File: config.mk
export PLATFORM = sky130hd
export DESIGN_NAME = hazard_scheduler_flat
export DESIGN_NICKNAME = d
export VERILOG_FILES = /design/src/rtl/hazard_scheduler_if.sv /design/src/rtl/hazard_scheduler.sv /design/src/flat_wrapper.sv
export SDC_FILE = /design/constraint.sdc
export NUM_CORES = 1
export LEC_CHECK = 0
export BUFFER_PORTS_ARGS = -buffer_cell sky130_fd_sc_hd__clkbuf_2
export CAP_MARGIN = 0
export CORE_MARGIN = 5
export CORE_UTILIZATION = 46
export CTS_BUF_LIST = sky130_fd_sc_hd__clkbuf_4
export DETAILED_ROUTE_END_ITERATION = 8
export PLACE_DENSITY = 0.7
export SLEW_MARGIN = 10
export SYNTH_ARGS = -nofsm -noshare
export SYNTH_HDL_FRONTEND = slang
export SYNTH_SLANG_ARGS = --single-unit
export TNS_END_PERCENT = 1
File: constraint.sdc
create_clock -name clk -period 2.4 [get_ports clk]
set_clock_uncertainty 0.2 [all_clocks]
set_input_delay 0.48 -clock clk [delete_from_list [all_inputs] [get_ports clk]]
set_output_delay 0.48 -clock clk [all_outputs]
set_load 0.03 [all_outputs]
File: src/rtl/hazard_scheduler_if.sv
// ID-stage to hazard_scheduler bus: decoded operands in; stall, flush, forward selects and stall count out.
// master = ID stage side, slave = scheduler side.
interface hazard_scheduler_if #(
  parameter int unsigned CNT_W = 16
);
  logic             id_valid;
  logic [2:0]       id_op1;
  logic [2:0]       id_op2;
  logic             id_uses_op2;
  logic             id_rf_we;
  logic [2:0]       id_dest;
  logic             id_is_load;
  logic             redirect;
  logic             stall_o;
  logic             flush_o;
  logic [1:0]       fwd1_sel_o;
  logic [1:0]       fwd2_sel_o;
  logic [CNT_W-1:0] stall_cnt_o;

  modport master (
    output id_valid, id_op1, id_op2, id_uses_op2, id_rf_we, id_dest, id_is_load, redirect,
    input  stall_o, flush_o, fwd1_sel_o, fwd2_sel_o, stall_cnt_o
  );

  modport slave (
    input  id_valid, id_op1, id_op2, id_uses_op2, id_rf_we, id_dest, id_is_load, redirect,
    output stall_o, flush_o, fwd1_sel_o, fwd2_sel_o, stall_cnt_o
  );
endinterface

File: src/rtl/hazard_scheduler.sv
// Issue sequencer for the 5-stage pipe: RAW scoreboard stall, redirect flush FSM, saturating stall counter.
// Optional macro HAZARD_SCHEDULER_FORWARD_EN: stall only on load-use and drive forward selects.
module hazard_scheduler #(
  parameter int unsigned DEPTH        = 3,
  parameter int unsigned FLUSH_CYCLES = 2,
  parameter int unsigned CNT_W        = 16
) (
  input  logic               clk,
  input  logic               rst,
  hazard_scheduler_if.slave  bus
);

  localparam int unsigned REG_W  = 3;
  localparam int unsigned FCNT_W = 3;
`ifdef HAZARD_SCHEDULER_FORWARD_EN
  localparam int unsigned FWD_N  = (DEPTH < 3) ? DEPTH : 3;
`endif

  typedef enum logic [0:0] {IDLE = 1'b0, FLUSH = 1'b1} state_t;

  state_t              state_q, state_d;
  logic [FCNT_W-1:0]   fcnt_q, fcnt_d;
  logic [DEPTH-1:0]    sb_valid;
  logic [REG_W-1:0]    sb_dest [DEPTH];
`ifdef HAZARD_SCHEDULER_FORWARD_EN
  logic [DEPTH-1:0]    sb_load;
`endif
  logic [DEPTH-1:0]    match1, match2;
  logic                stall_c;
  logic                flush;
  logic                issue;
  logic [1:0]          fwd1_c, fwd2_c;
  logic [CNT_W-1:0]    cnt_q;

  assign flush = (state_q == FLUSH);
  assign issue = bus.id_valid & ~stall_c & ~flush;

  // Source-vs-in-flight compare; register 0 never matches.
  always_comb begin
    match1 = '0;
    match2 = '0;
    for (int k = 0; k < int'(DEPTH); k++) begin
      match1[k] = (bus.id_op1 != '0) && sb_valid[k] && (sb_dest[k] == bus.id_op1);
      match2[k] = bus.id_uses_op2 && (bus.id_op2 != '0) && sb_valid[k] && (sb_dest[k] == bus.id_op2);
    end
  end

`ifdef HAZARD_SCHEDULER_FORWARD_EN
  // Only a load in EX cannot be forwarded; otherwise pick the youngest producer.
  always_comb begin
    stall_c = bus.id_valid & ~flush & sb_valid[0] & sb_load[0] & (match1[0] | match2[0]);
    fwd1_c  = 2'd0;
    fwd2_c  = 2'd0;
    if (bus.id_valid && !flush && !stall_c) begin
      for (int k = int'(FWD_N) - 1; k >= 0; k--) begin
        if (match1[k]) fwd1_c = 2'(k + 1);
        if (match2[k]) fwd2_c = 2'(k + 1);
      end
    end
  end
`else
  always_comb begin
    stall_c = bus.id_valid & ~flush & ((|match1) | (|match2));
    fwd1_c  = 2'd0;
    fwd2_c  = 2'd0;
  end
`endif

  assign bus.stall_o    = stall_c;
  assign bus.flush_o    = flush;
  assign bus.fwd1_sel_o = fwd1_c;
  assign bus.fwd2_sel_o = fwd2_c;
  assign bus.stall_cnt_o = cnt_q;

  // Scoreboard shift: EX entry takes the issuing instruction or a bubble.
  always_ff @(posedge clk or negedge rst) begin
    if (!rst) begin
      sb_valid <= '0;
      for (int k = 0; k < int'(DEPTH); k++) sb_dest[k] <= '0;
`ifdef HAZARD_SCHEDULER_FORWARD_EN
      sb_load  <= '0;
`endif
    end else begin
      sb_valid[0] <= issue & bus.id_rf_we & (bus.id_dest != '0);
      sb_dest[0]  <= bus.id_dest;
`ifdef HAZARD_SCHEDULER_FORWARD_EN
      sb_load[0]  <= bus.id_is_load;
`endif
      for (int k = 1; k < int'(DEPTH); k++) begin
        sb_valid[k] <= sb_valid[k-1];
        sb_dest[k]  <= sb_dest[k-1];
`ifdef HAZARD_SCHEDULER_FORWARD_EN
        sb_load[k]  <= sb_load[k-1];
`endif
      end
    end
  end

  always_ff @(posedge clk or negedge rst) begin
    if (!rst) begin
      state_q <= IDLE;
      fcnt_q  <= '0;
    end else begin
      state_q <= state_d;
      fcnt_q  <= fcnt_d;
    end
  end

  // A redirect always (re)arms the full flush window.
  always_comb begin
    state_d = state_q;
    fcnt_d  = fcnt_q;
    case (state_q)
      IDLE: begin
        if (bus.redirect) begin
          state_d = FLUSH;
          fcnt_d  = FCNT_W'(FLUSH_CYCLES);
        end
      end
      FLUSH: begin
        if (bus.redirect) begin
          fcnt_d = FCNT_W'(FLUSH_CYCLES);
        end else if (fcnt_q == FCNT_W'(1)) begin
          state_d = IDLE;
          fcnt_d  = '0;
        end else begin
          fcnt_d = fcnt_q - 1'b1;
        end
      end
      default: begin
        state_d = IDLE;
        fcnt_d  = '0;
      end
    endcase
  end

  always_ff @(posedge clk or negedge rst) begin
    if (!rst) begin
      cnt_q <= '0;
    end else if (stall_c && (cnt_q != '1)) begin
      cnt_q <= cnt_q + 1'b1;
    end
  end

endmodule
File: src/flat_wrapper.sv
// flat-port wrapper written by rule: the top's interface ports become plain ports
module hazard_scheduler_flat 
#(
  parameter int unsigned DEPTH        = 3,
  parameter int unsigned FLUSH_CYCLES = 2,
  parameter int unsigned CNT_W        = 16
)
  (clk, rst, bus_id_valid, bus_id_op1, bus_id_op2, bus_id_uses_op2, bus_id_rf_we, bus_id_dest, bus_id_is_load, bus_redirect, bus_stall_o, bus_flush_o, bus_fwd1_sel_o, bus_fwd2_sel_o, bus_stall_cnt_o);
  hazard_scheduler_if #(.CNT_W(CNT_W)) bus_i ();
  input  logic clk;
  input  logic rst;
  input wire logic [$bits(bus_i.id_valid)-1:0] bus_id_valid;
  input wire logic [$bits(bus_i.id_op1)-1:0] bus_id_op1;
  input wire logic [$bits(bus_i.id_op2)-1:0] bus_id_op2;
  input wire logic [$bits(bus_i.id_uses_op2)-1:0] bus_id_uses_op2;
  input wire logic [$bits(bus_i.id_rf_we)-1:0] bus_id_rf_we;
  input wire logic [$bits(bus_i.id_dest)-1:0] bus_id_dest;
  input wire logic [$bits(bus_i.id_is_load)-1:0] bus_id_is_load;
  input wire logic [$bits(bus_i.redirect)-1:0] bus_redirect;
  output wire logic [$bits(bus_i.stall_o)-1:0] bus_stall_o;
  output wire logic [$bits(bus_i.flush_o)-1:0] bus_flush_o;
  output wire logic [$bits(bus_i.fwd1_sel_o)-1:0] bus_fwd1_sel_o;
  output wire logic [$bits(bus_i.fwd2_sel_o)-1:0] bus_fwd2_sel_o;
  output wire logic [$bits(bus_i.stall_cnt_o)-1:0] bus_stall_cnt_o;
  assign bus_i.id_valid = bus_id_valid;
  assign bus_i.id_op1 = bus_id_op1;
  assign bus_i.id_op2 = bus_id_op2;
  assign bus_i.id_uses_op2 = bus_id_uses_op2;
  assign bus_i.id_rf_we = bus_id_rf_we;
  assign bus_i.id_dest = bus_id_dest;
  assign bus_i.id_is_load = bus_id_is_load;
  assign bus_i.redirect = bus_redirect;
  assign bus_stall_o = bus_i.stall_o;
  assign bus_flush_o = bus_i.flush_o;
  assign bus_fwd1_sel_o = bus_i.fwd1_sel_o;
  assign bus_fwd2_sel_o = bus_i.fwd2_sel_o;
  assign bus_stall_cnt_o = bus_i.stall_cnt_o;
  hazard_scheduler #(.DEPTH(DEPTH), .FLUSH_CYCLES(FLUSH_CYCLES), .CNT_W(CNT_W)) u_core (.clk(clk), .rst(rst), .bus(bus_i));
endmodule
==> summary.md <==
| Metric | Value |
|---|---|
| Post-synthesis mux area share | `1.406%` |
| Post-DP HPWL | `2585 µm` |
| Final Hold Viols | `0` |
| Fmax | `404.4 MHz` |
| Crit. End Element | `output pin` |
| Number of I/O port buffers | `32` |
| CP Launch Type | `flop` |
| CTS tree | `done` |
| Post-synthesis adder-cell area fraction | `2.344%` |
| Final Cell Area | `0.002006 mm²` |
| Gr ovfl total | `0` |
| Synth Area in Simple Gates | `around a fifth` |
| Core area | `0.003363 mm²` |
| H-tree depth | `2` |
| Latest clock arrival within the worst-skew pair | `~0.34 ns` |
| Worst Path Required | `1.72 ns` |
| Seq cells post-synth | `32` |
| Avg WL per Cell | `15.81 µm` |
| Async set or reset register ratio after synthesis | `100.0%` |
| Post-layout min period | `2.473 ns` |
| Number of synthesized flops with an enable pin | `0` |
| CTS Buf Count | `5` |
| WS Path Type | `reg -> out` |
| Number of synthesis warnings | `0` |
| Synth Area in Compound Gates | `under 10%` |
| Post-Synthesis Cells | `143` |
| Diodes inserted | `0` |
| Hold Path Class | `in -> async` |
| Top post-synthesis cells by area | `dfrtp_1 (50%), xnor2_1 (10%), xor2_1 (7.1%), nand4_1 (4.3%), nor3_1 (2.8%)` |
| Leak | `0.9735 nW` |
| Die Wd | `69.01 µm` |
| Synth Flop Type | `dfrtp_1` |
| DRC | `0` |
| Dominant cell by count in the synthesized netlist | `dfrtp_1` |
| Pins Over Slew Limit | `0` |
| Antenna violations before repair | `0` |
| Top cell type by total area after synthesis | `dfrtp_1` |
| Power, Total | `0.001081 W` |
| Nets | `206` |
| P&R area growth vs syn | `25.23%` |
| Commonest cells post-synth | `dfrtp_1 (32), xnor2_1 (19), xor2_1 (13)` |
| Final Instance Count excl. Fillers | `234` |
| DRT Pass-1 Iters | `4` |
| Critical path startpoint | `u_core.sb_dest[8]` |
| Filler Cell Count | `299` |
| Failing checks | `setup timing` |
| Initial DRC count | `47` |
| Final WL | `3700 µm` |
| Max IR drop VDD | `between 300 and 400 µV` |
| Rel. slew slack | `46.96%` |
| Mapped Area | `between 0.0015 and 0.002 mm²` |
| PD cells | `539.0 mW/mm²` |
| Avg Inst Size Synth | `about 11 µm²` |
| Post-synthesis cell type count | `32` |
| Gate power share | `between 15 and 20%` |
| Final WS setup | `-0.07298 ns` |
| Die height | `a little under 70 µm` |
| Number of global-route vias before repair | `1,323` |
| Via density | `approximately 5.4` |
| Vias | `roughly 1.3k` |
| Seq pwr share | `a little under three fifths` |
| Total internal power | `0.0007583 W` |
| First-pass GRT wire length | `between 6000 and 7000 µm` |
| RSZ-0062 raised after global routing | `true` |
| Net switching power | `0.0003227 W` |
| RePlAce Congestion | `~0.83` |
| Crit path max fanout | `3` |
| Period utilization | `103.0%` |
| Largest net degree at the start of global routing | `33` |
| R2R setup slack | `0.01 ns` |
| Largest family of logic cells by synthesized area | `simple AND/OR/NAND/NOR gates` |
| Clock group share of total power | `27.6%` |
| Final ANT Viol Nets | `0` |
| Setup violators final | `1` |
| Worst reg2reg path startpoint | `u_core.sb_dest[8]` |
| Inst Count DP | `223` |
| Clock Tree Buf Depth | `2` |
| Net Sw Frac | `29.85%` |
| Total track usage | `16.12%` |
| # Max-Cap Violations | `0` |
| Worst-path clk slew | `approximately 0.11 ns` |
| Post-DP Area | `0.001819 mm²` |
| Clk sink count | `32` |
| # rows | `21` |
| CTS Root Cell | `clkbuf_4` |
| Starting density of the core | `47.62%` |
| Seq/Total Area, Yosys | `50.00%` |
| Status | `complete, but fails checks` |
| Crit path arrival time | `1.79 ns` |
| Worst-margin pin slew | `0.7957 ns` |
| Top Ports | `38` |
| Die area | `around 0.0048 mm²` |
| XOR/XNOR share of the synthesized area | `17.50%` |
| Synth top area share | `50.00%` |
| Layout cells sized above 1 | `36.17%` |
==> registers in the layout, summed over array words and instances (netlist names) <==
register,flops
u_core.bus.flush_o,1
u_core.sb_dest,9
u_core.bus.stall_cnt_o,16
u_core.sb_valid,3
u_core.fcnt_q,3
==> final cells by class <==
cell class,instances,area [µm²],area share [%]
multi-input cells,103,842.1,41.98
flip-flops and latches,32,802.0,39.99
repair buffers,40,234.0,11.67
well taps,46,57.56,2.870
clock buffers,5,37.54,1.871
inverters,5,18.77,0.9357
clock inverters,3,13.76,0.6862
==> critical path: stages, from the launching register on <==
cell	delay [ns]
dfrtp_1	0.45
buf_6	0.14
xnor2_2	0.15
nand4_1	0.16
a31oi_4	0.26
o21bai_4	0.10
inv_2	0.07
buf_8	0.11
==> stage by stage <==
| step | setup slack (ns) | hold slack (ns) | setup TNS (ns) | utilization, % |
|---|---|---|---|---|
| finish | -0.07298 | 0.001032 | -0.07298 | 59.64 |
| floorplan | 0.2085 | -0.01559 | 0 | - |
| global route | -0.1269 | 0.04554 | -0.2206 | 59.64 |
| CTS | -0.01847 | 0.02765 | -0.01847 | 57.44 |
| global placement | 0.06393 | 0.1947 | 0 | 54.09 |
| detailed placement | -0.05406 | 0.1883 | -0.1814 | 54.09 |
==> power by group through the flow <==
stage | Sequential [W] | Combinational, W | Clock (W)
2_1_floorplan | 0.000618 | 0.000108 | 0
5_1_grt | 0.000610 | 0.000205 | 0.000334
3_3_place_gp | 0.000610 | 0.000155 | 0
3_5_place_dp | 0.000613 | 0.000169 | 0
4_1_cts | 0.000602 | 0.000174 | 0.000304
6_report | 0.000603 | 0.000179 | 0.000298
==> cells in the final DEF (no fill, tap or decap), types with 2 or more instances in the layout <==
cell	instances
clkbuf_2	31
dfrtp_1	31
xnor2_1	15
xor2_1	13
nand4_1	11
nor3_1	8
buf_4	7
nor2_1	6
nand2_1	5
clkbuf_4	5
inv_1	4
xnor2_2	4
nand3_1	4
conb_1	4
a21oi_1	3
ha_1	3
a31oi_4	2
nand2b_1	2
and3_1	2
mux2_2	2
nor4b_2	2
nor4_2	2
nor3b_1	2
clkinv_2	2
==> cell families after synthesis <==
group | after synthesis
AO/OA/AOI/OAI | 10
adder cells (fa/ha/maj) | 3
multiplexers | 2
XOR/XNOR | 32
flip-flops | 32
other | 1
buffers and inverters | 11
AND/OR/NAND/NOR | 52
==> path summary, 6_finish.rpt <==
kind,end,cells after the start
setup / recovery,bus_stall_o,7
hold / removal,u_core.sb_dest[5],1
setup reg to reg,u_core.bus.stall_cnt_o[15],9
hold reg to reg,u_core.sb_valid[1],0
max in group asynchronous,u_core.sb_dest[7],1
min in group clk,u_core.sb_dest[8],1
==> metal layers <==
metal | share of wire (%) | GRT usage [%]
met5 | 0 | 0
met4 | 3.3 | 8.243
met3 | 5.3 | 4.942
met2 | 50 | 26.69
met1 | 42 | 18.68
==> timing repair <==
action | in CTS | in global routing
resized for setup | 9 | 11
pin swaps | 7 | 8
buffers inserted | 1 | 2
hold buffers | 0 | 0
endpoints found under the setup margin | 1 | 7
(Power assumes the default switching activity.)
